--- config.mk ---
export PLATFORM = sky130hd
export DESIGN_NAME = pipelined_addsub
export DESIGN_NICKNAME = d
export VERILOG_FILES = /design/src/rtl/pipelined_addsub.sv
export SDC_FILE = /design/constraint.sdc
export NUM_CORES = 1
export LEC_CHECK = 0
export BUFFER_PORTS_ARGS = -buffer_cell sky130_fd_sc_hd__buf_2
export CAP_MARGIN = 25
export CELL_PAD_IN_SITES_DETAIL_PLACEMENT = 0
export CELL_PAD_IN_SITES_GLOBAL_PLACEMENT = 1
export CORE_MARGIN = 3
export CORE_UTILIZATION = 45
export DETAILED_ROUTE_END_ITERATION = 6
export PLACE_DENSITY_LB_ADDON = 0.05
export SETUP_SLACK_MARGIN = 0.4
export SYNTH_ARGS = -nofsm -noshare
export SYNTH_HDL_FRONTEND = slang
export SYNTH_SLANG_ARGS = --single-unit
export TNS_END_PERCENT = 100
--- constraint.sdc ---
create_clock -name clk -period 4.07 [get_ports clk]
set_clock_uncertainty 0.15 [all_clocks]
set_input_delay 0.407 -clock clk [delete_from_list [all_inputs] [get_ports clk]]
set_output_delay 0.407 -clock clk [all_outputs]
set_load 0.01 [all_outputs]
--- src/rtl/pipelined_addsub.sv ---
`default_nettype none
// +----------------------------------------------------------------------------+
// | Module  : pipelined_addsub                                                 |
// | Brief   : WIDTH-bit add/subtract/ADC split over STAGES carry-pipelined     |
// |           chunks, with NZCV flags and valid/ready flow control.            |
// | Revision: 1.0  initial parametrised release                                |
// +----------------------------------------------------------------------------+
module pipelined_addsub #(
  parameter int WIDTH  = 64,
  parameter int STAGES = 4
) (
  input  logic             clk,
  input  logic             reset,
  input  logic             in_valid,
  output logic             in_ready,
  input  logic [WIDTH-1:0] A,
  input  logic [WIDTH-1:0] B,
  input  logic             sub,
  input  logic             cin,
  output logic             out_valid,
  input  logic             out_ready,
  output logic [WIDTH-1:0] out,
  output logic [3:0]       flags
);

  localparam int c_cw = WIDTH / STAGES;

  logic [STAGES-1:0] w_vld;
  logic [STAGES-1:0] w_adv;

  // A stage may advance when empty or when everything downstream moves.
  always_comb begin
    w_adv = '0;
    w_adv[STAGES-1] = !w_vld[STAGES-1] || out_ready;
    for (int s = STAGES - 2; s >= 0; s--) begin
      w_adv[s] = !w_vld[s] || w_adv[s+1];
    end
  end

  assign in_ready = w_adv[0];

  for (genvar s = 0; s < STAGES; s++) begin : g_stage
    localparam int c_rem = (STAGES - 1 - s) * c_cw;
    localparam int c_low = (s + 1) * c_cw;

    logic             r_v;
    logic             r_c;
    logic             r_z;
    logic [c_low-1:0] r_sum;

    logic             w_pv;
    logic             w_pz;
    logic             w_cin;
    logic [c_cw-1:0]  w_a;
    logic [c_cw-1:0]  w_b;
    logic [c_cw-1:0]  w_chunk;
    logic             w_cout;
    logic [c_low-1:0] w_sum_next;

    if (s == 0) begin : g_entry
      // Subtract is A + ~B + 1, so the inversion happens once, here.
      assign w_pv       = in_valid;
      assign w_pz       = 1'b1;
      assign w_cin      = sub | cin;
      assign w_a        = A[c_cw-1:0];
      assign w_b        = sub ? ~B[c_cw-1:0] : B[c_cw-1:0];
      assign w_sum_next = w_chunk;
    end else begin : g_link
      assign w_pv       = g_stage[s-1].r_v;
      assign w_pz       = g_stage[s-1].r_z;
      assign w_cin      = g_stage[s-1].r_c;
      assign w_a        = g_stage[s-1].g_ops.r_opa[c_cw-1:0];
      assign w_b        = g_stage[s-1].g_ops.r_opb[c_cw-1:0];
      assign w_sum_next = {w_chunk, g_stage[s-1].r_sum};
    end

    assign {w_cout, w_chunk} = {1'b0, w_a} + {1'b0, w_b} + {{c_cw{1'b0}}, w_cin};
    assign w_vld[s] = r_v;

    always_ff @(posedge clk or negedge reset) begin
      if (!reset) begin
        r_v   <= 1'b0;
        r_c   <= 1'b0;
        r_z   <= 1'b0;
        r_sum <= '0;
      end else if (w_adv[s]) begin
        r_v   <= w_pv;
        r_c   <= w_cout;
        r_z   <= w_pz & (w_chunk == '0);
        r_sum <= w_sum_next;
      end
    end

    // Upper operand chunks still waiting to be summed, kept right-aligned.
    if (c_rem > 0) begin : g_ops
      logic [c_rem-1:0] r_opa;
      logic [c_rem-1:0] r_opb;
      logic [c_rem-1:0] w_opa_next;
      logic [c_rem-1:0] w_opb_next;

      if (s == 0) begin : g_src
        assign w_opa_next = A[WIDTH-1:c_cw];
        assign w_opb_next = sub ? ~B[WIDTH-1:c_cw] : B[WIDTH-1:c_cw];
      end else begin : g_src
        assign w_opa_next = g_stage[s-1].g_ops.r_opa[c_rem+c_cw-1:c_cw];
        assign w_opb_next = g_stage[s-1].g_ops.r_opb[c_rem+c_cw-1:c_cw];
      end

      always_ff @(posedge clk or negedge reset) begin
        if (!reset) begin
          r_opa <= '0;
          r_opb <= '0;
        end else if (w_adv[s]) begin
          r_opa <= w_opa_next;
          r_opb <= w_opb_next;
        end
      end
    end

    // Signed overflow needs the carry into the MSB, visible only in the top chunk.
    if (s == STAGES - 1) begin : g_last
      logic r_ovf;

      always_ff @(posedge clk or negedge reset) begin
        if (!reset) begin
          r_ovf <= 1'b0;
        end else if (w_adv[s]) begin
          r_ovf <= (w_a[c_cw-1] ^ w_b[c_cw-1] ^ w_chunk[c_cw-1]) ^ w_cout;
        end
      end
    end
  end

  assign out_valid = w_vld[STAGES-1];
  assign out       = g_stage[STAGES-1].r_sum;
  assign flags     = {out[WIDTH-1], g_stage[STAGES-1].r_z,
                      g_stage[STAGES-1].r_c, g_stage[STAGES-1].g_last.r_ovf};

endmodule
`default_nettype wire

==> flow_metrics.env, run 1 <==
export IMPL_pwr_share_clk=0.295
export IMPL_fin_crit_ns=3.55
export IMPL_io_pins=204
export IMPL_timing_hold_ws_ns=0.0184
export IMPL_path_buf_inv=0
export IMPL_syn_cell_area_um2=17300
export IMPL_yosys_top_cells_area="dfrtp_1 (53%), nand2_1 (19%), ha_1 (4.4%)"
export IMPL_htree_num_levels=2
export IMPL_power_density_nw_per_um2=602
export IMPL_avgSynthCellArea_um2=8.86
export IMPL_cts_reportedPaths_clkPinSlew_ns=0.06
export IMPL_power_share_combinational=0.289
export IMPL_grt_pass1_vias=13600
export IMPL_p_int_w=0.00842
export IMPL_ant_nets=0
export IMPL_yosysWarnings=0
export IMPL_p_sw_w=0.00418
export IMPL_setup_violations=0
export IMPL_post_place_cells=2583
export IMPL_final_hold_viol_count=0
export IMPL_synth_fp_nets=2149
export IMPL_cts_num_sinks=365
export IMPL_synth_edff_count=0
export IMPL_ir_worst_vdd_mv=0.293
export IMPL_cp_start_kind="register"
export IMPL_area_growth_pct=21.3
export IMPL_cts_buffers=41
export IMPL_gp_congestion=0.877
export IMPL_drtIter0Drc=622
export IMPL_wl_mm=42.4
export IMPL_slowest_stage="or4_1"
export IMPL_final_max_slew_violation_count=0
export IMPL_synth_most_common_cell="nand2_1"
export IMPL_wire_per_inst_um=15.5
export IMPL_ys_seq_elements=365
export IMPL_setup_ws_ns=0.525
export IMPL_die_w_um=202
export IMPL_max_slew_margin=0.361
export IMPL_synth_top_area_cell="dfrtp_1"
export IMPL_finalPower_w=0.0126
export IMPL_critPathMaxStageDelay_ns=0.53
export IMPL_worstPathRequired_ns=4.39
export IMPL_io_buffers=203
export IMPL_synth_ff_type="dfrtp_1"
export IMPL_grt_ovfl_total=0
export IMPL_die_area_um2=40700
export IMPL_dpl_worst_slack_ns=0.525
export IMPL_cp_common_cell="fa_1"
export IMPL_antenna_found_initial=0
export IMPL_crit_path_cell_trace="fa_1 -> fa_1 -> a211oi_2 -> o211ai_1 -> a31o_1 -> a41o_1 -> a31oi_2 -> xnor2_1 -> or4_1 -> o21ai_1"
export IMPL_crit_path_max_fanout=3
export IMPL_status="complete, no violations"
export IMPL_p_leak_nw=10.4
export IMPL_finalNonFillerCells=2735
export IMPL_vias=13500
export IMPL_grt_util_all_layers=0.213
export IMPL_yosysUniqueCellTypes=73
export IMPL_crit_type="reg -> reg"
export IMPL_synth_top_area_share=0.529
export IMPL_cp_top_family="compound AO/OA/AOI/OAI gates"
export IMPL_cap_viol_max_count=0
export IMPL_ys_async_sr_fraction=1.00
export IMPL_root_buffer="clkbuf_16"
export IMPL_fmaxAchievable_mhz=282
export IMPL_ys_top_cells_by_count="nand2_1 (869), dfrtp_1 (365), o21ai_0 (96)"
export IMPL_fin_crit_sh=0.871
export IMPL_drive_above_1_share=0.139
export IMPL_cts_buffer_depth=3
export IMPL_hp_class="in -> reg"
export IMPL_rsz0062_at_grt="false"
export IMPL_nets=2399
export IMPL_ys_seq_area_frac=0.529
export IMPL_place_hpwl_mm=29.3
export IMPL_grt_pass1_wl_mm=70.7
export IMPL_tns_ns=0
export IMPL_drc=0
export IMPL_n_antenna_cell=0
export IMPL_die_h_um=202
export IMPL_pwr_share_seq=0.416
export IMPL_grt_max_degree=101
export IMPL_core_area_um2=37800
export IMPL_via_per_inst=4.92
export IMPL_syn_instance_count=1947
export IMPL_critPathArrivalTime_ns=3.87
export IMPL_row_count=71
export IMPL_firstDrtPassIters=5
export IMPL_initial_core_util=0.457
export IMPL_reg2reg_slack_ns=0.52
export IMPL_end_kind="register"
export IMPL_switching_share=0.332
export IMPL_cts_tree="built"
export IMPL_clk_latency_ns=0.55
export IMPL_worstMarginPinSlew_ns=0.959
==> placed cells by master, fill, tap and decap left out, types with 30 or more instances in the layout <==
cell	synthesis	final
dfrtp_1	365	365
nor2_1	50	49
clkbuf_16	0	43
dlygate4sd3_1	0	82
buf_2	6	201
nand2_1	869	867
xor2_1	30	30
a21oi_1	44	44
o21ai_0	96	96
ha_1	60	60
xnor2_1	71	71
==> cell families (layout without fill, tap and decap cells) <==
group,count (synthesis),after routing,share of synthesized area
simple gates,1026,1026,0.238
xor+xnor,101,101,0.0513
compound gates,262,262,0.0985
mux,3,3,0.00196
flops,365,365,0.529
buf+inv,122,399,0.0278
fa+ha+maj,68,68,0.0528
==> power by group through the flow <==
stage          Sequential [W]  Clock (W)  Combinational [W]
6_report              0.00524    0.00372            0.00364
3_3_place_gp          0.00528          0            0.00354
2_1_floorplan         0.00526          0            0.00241
4_1_cts               0.00526    0.00383            0.00368
3_5_place_dp          0.00532          0            0.00360
5_1_grt               0.00539    0.00398            0.00416
==> metal layers <==
layer,GRT usage,wire length [µm]
met1,0.294,20000
met2,0.356,20000
met3,0.0349,1620
met4,0.0473,741
met5,0,0
==> final cells by class <==
cell class,count,area (µm²)
well taps,511,639
multi-input cells,1460,7680
fillers,3577,16800
clock buffers,61,1230
clock inverters,9,128
flip-flops and latches,365,9130
inverters,24,90.1
repair buffers,305,2020
==> final timing paths <==
check                                            from                                     end  depth (start not counted)
setup / recovery           g_stage[1].r_c$_DFFE_PN0P_              g_stage[2].r_z$_DFFE_PN0P_                         10
min in group asynchronous                       reset                     out[59]$_DFFE_PN0P_                          2
max in group asynchronous                       reset  g_stage[1].g_ops.r_opb[23]$_DFFE_PN0P_                          3
setup reg to reg           g_stage[1].r_c$_DFFE_PN0P_              g_stage[2].r_z$_DFFE_PN0P_                         10
hold reg to reg                   out[48]$_DFFE_PN0P_                     out[48]$_DFFE_PN0P_                          2
hold / removal                                  B[38]  g_stage[0].g_ops.r_opb[22]$_DFFE_PN0P_                          3
==> worst min-delay path, delay by kind of cell <==
| kind | cells | cell delay, ns |
|---|---|---|
| XOR/XNOR | 1 | 0.10 |
| buffers and inverters | 1 | 0.08 |
| AO/OA/AOI/OAI | 1 | 0.07 |
==> flip-flops by register name, summed over array words and instances (netlist names) <==
| signal | cells |
|---|---|
| g_stage.g_ops.r_opa | 96 |
| g_stage.r_z | 4 |
| out_valid | 1 |
| g_stage.g_ops.r_opb | 96 |
| g_stage.r_v | 3 |
| g_stage.r_sum | 96 |
| g_stage.r_c | 4 |
| g_stage.g_last.r_ovf | 1 |
| out | 64 |
==> stage by stage <==
stage | utilization | area [µm²]
floorplan | - | 17300
global placement | 0.497 | 18700
detailed placement | 0.497 | 18700
CTS | 0.554 | 20900
global route | 0.554 | 20900
finish | 0.554 | 20900
==> timing repair <==
| action | CTS | global route |
|---|---|---|
| resized for setup | 0 | 2 |
| hold endpoints to repair | 176 | 0 |
| endpoints found under the setup margin | 0 | 3 |
| hold buffers | 82 | 0 |
| buffers inserted | 0 | 0 |
No activity file was read; power rests on OpenSTA's default activity.
==> inputs of run 2 (changes only) <==
--- a/config.mk
+++ b/config.mk
@@ -10,9 +10,11 @@
 export CELL_PAD_IN_SITES_DETAIL_PLACEMENT = 0
 export CELL_PAD_IN_SITES_GLOBAL_PLACEMENT = 1
 export CORE_MARGIN = 3
-export CORE_UTILIZATION = 45
+export CORE_UTILIZATION = 27
 export DETAILED_ROUTE_END_ITERATION = 6
+export GPL_ROUTABILITY_DRIVEN = 0
 export PLACE_DENSITY_LB_ADDON = 0.05
+export REMOVE_ABC_BUFFERS = 1
 export SETUP_SLACK_MARGIN = 0.4
 export SYNTH_ARGS = -nofsm -noshare
 export SYNTH_HDL_FRONTEND = slang
==> run 2 against run 1 <==
- combinational power is 2% higher
- critical path type unchanged
- count of clock-buffer cells in the layout up 8
- via count increased by 1.5%
- power is 2.1% higher
- setup slack better by 0.071 ns
- sequential power hardly changed
- largest power group unchanged
==> flow_metrics.env, run 2 (synthesis results as in run 1) <==
export IMPL_post_cts_buffers=0
export IMPL_clk_latency_ns=0.57
export IMPL_cts_num_sinks=365
export IMPL_ir_worst_vdd_mv=0.254
export IMPL_r2r_start="g_stage[1].r_c$_DFFE_PN0P_"
export IMPL_reg2reg_depth=10
export IMPL_slowest_stage="or4_1"
export IMPL_crit_type="reg -> reg"
export IMPL_grt_max_degree=167
export IMPL_path_buf_inv=0
export IMPL_drtIter0Drc=580
export IMPL_p_leak_nw=10.5
export IMPL_p_sw_w=0.00433
export IMPL_initial_core_util=0.273
export IMPL_cts_buffers=45
export IMPL_final_common_cell="nand2_1"
export IMPL_timing_hold_ws_ns=0.0316
export IMPL_switching_share=0.337
export IMPL_power_density_nw_per_um2=596
export IMPL_grt_pass1_vias=14300
export IMPL_nets=2415
export IMPL_grt_ovfl_total=0
export IMPL_area_growth_pct=25.1
export IMPL_final_hold_viol_count=0
export IMPL_firstDrtPassIters=4
export IMPL_io_pins=204
export IMPL_cp_start_kind="register"
export IMPL_via_per_inst=4.42
export IMPL_antenna_found_initial=0
export IMPL_cts_tree="built"
export IMPL_cap_viol_max_count=0
export IMPL_final_core_util=0.342
export IMPL_crit_path_max_fanout=3
export IMPL_fin_crit_ns=3.47
export IMPL_htree_num_levels=2
export IMPL_setup_ws_ns=0.596
export IMPL_reg2reg_slack_ns=0.60
export IMPL_final_cell_mix="nand2_1 (867), dfrtp_1 (365), buf_2 (201)"
export IMPL_fin_crit_sh=0.854
export IMPL_wl_mm=48.6
export IMPL_io_buffers=203
export IMPL_wire_per_inst_um=15.7
export IMPL_setup_violations=0
export IMPL_hp_class="in -> reg"
export IMPL_grt_util_all_layers=0.148
export IMPL_pwr_share_seq=0.407
export IMPL_worstMarginPinSlew_ns=0.990
export IMPL_die_area_um2=67000
export IMPL_die_h_um=259
export IMPL_hold_end="g_stage[0].g_ops.r_opb[39]$_DFFE_PN0P_"
export IMPL_fmaxAchievable_mhz=288
export IMPL_p_int_w=0.00854
export IMPL_final_max_slew_violation_count=0
export IMPL_dpl_worst_slack_ns=0.535
export IMPL_cp_top_family="compound AO/OA/AOI/OAI gates"
export IMPL_whs_path_depth=3
export IMPL_drc=0
export IMPL_n_antenna_cell=0
export IMPL_core_area_um2=63200
export IMPL_rr_endpoint="g_stage[2].r_z$_DFFE_PN0P_"
export IMPL_cts_buffer_depth=3
export IMPL_max_slew_margin=0.340
export IMPL_status="complete, no violations"
export IMPL_die_w_um=259
export IMPL_power_share_combinational=0.288
export IMPL_reg_largest_list="g_stage.g_ops.r_opa (96), g_stage.g_ops.r_opb (96), g_stage.r_sum (96)"
export IMPL_row_count=92
export IMPL_worstPathRequired_ns=4.41
export IMPL_root_buffer="clkbuf_16"
export IMPL_ant_nets=0
export IMPL_vias=13600
export IMPL_pwr_share_clk=0.305
export IMPL_place_hpwl_mm=32.5
export IMPL_critPathArrivalTime_ns=3.81
export IMPL_critPathMaxStageDelay_ns=0.52
export IMPL_grt_pass1_wl_mm=79.3
export IMPL_crit_path_cell_trace="fa_1 -> fa_2 -> a211oi_2 -> o211ai_1 -> a31o_1 -> a41o_1 -> a31oi_2 -> xnor2_1 -> or4_1 -> o21ai_1"
export IMPL_drive_above_1_share=0.141
export IMPL_holdCritStartpoint="B[55]"
export IMPL_end_kind="register"
export IMPL_rsz0062_at_grt="false"
export IMPL_cts_reportedPaths_clkPinSlew_ns=0.05
[run 2: power groups by stage]
stage	clock [W]	sequential (W)	combinational (W)
floorplan	0	0.00527	0.00236
finish	0.00393	0.00523	0.00371
detailed placement	0	0.00532	0.00373
global route	0.00425	0.00539	0.00427
CTS	0.00411	0.00526	0.00380
global placement	0	0.00531	0.00370
[run 2: worst min-delay path: cells and delay by family]
kind            cells  cell delay, ns
xor+xnor            1            0.11
buf+inv             1            0.11
compound gates      1            0.06
[run 2: through the flow]
stage          std cells  instance area, µm²  TNS, ns  power (W)
3_5_place_dp        2922               19200        0    0.00904
5_1_grt             3089               21600        0     0.0139
3_3_place_gp        2921               19200        0    0.00901
4_1_cts             3089               21600        0     0.0132
6_report            3089               21600        0     0.0129
2_1_floorplan       1849               16900  -931.83    0.00763
[run 2: per-layer routing]
metal | vias to the layer above | wire [µm] | GRT usage
li1 | 6891 | - | -
met1 | 6510 | 23500 | 0.203
met2 | 196 | 22400 | 0.245
met3 | 52 | 1900 | 0.0268
met4 | 0 | 834 | 0.0326
met5 | - | 0 | 0
[run 2: worst max path at each step]
stage / start / end / slack [ns] / depth (start not counted)
6_report: g_stage[1].r_c$_DFFE_PN0P_ / g_stage[2].r_z$_DFFE_PN0P_ / 0.60 / 10
2_1_floorplan: out_valid$_DFFE_PN0P_ / g_stage[0].r_sum[14]$_DFFE_PN0P_ / -5.42 / 5
5_1_grt: g_stage[1].r_c$_DFFE_PN0P_ / g_stage[2].r_z$_DFFE_PN0P_ / 0.43 / 10
3_3_place_gp: g_stage[1].r_c$_DFFE_PN0P_ / g_stage[2].r_z$_DFFE_PN0P_ / 0.56 / 10
3_5_place_dp: g_stage[1].r_c$_DFFE_PN0P_ / g_stage[2].r_z$_DFFE_PN0P_ / 0.54 / 10
4_1_cts: g_stage[1].r_c$_DFFE_PN0P_ / g_stage[2].r_z$_DFFE_PN0P_ / 0.51 / 10
[run 2: what timing repair did]
| action | 4_1_cts | 5_1_grt |
|---|---|---|
| gates resized for setup | 0 | 4 |
| endpoints found under the setup margin | 0 | 4 |
| hold buffers | 90 | 0 |
| endpoints found under the hold margin | 165 | 0 |
[run 2: final cells by class]
cell class                      count  area [µm²]
Inverter                           24        91.3
Timing Repair Buffer              317        2170
Fill cell                        6701       41600
Clock inverter                      8        96.3
Multi-Input combinational cell   1460        7700
Sequential cell                   365        9130
Tap cell                          846        1060
Clock buffer                       69        1340
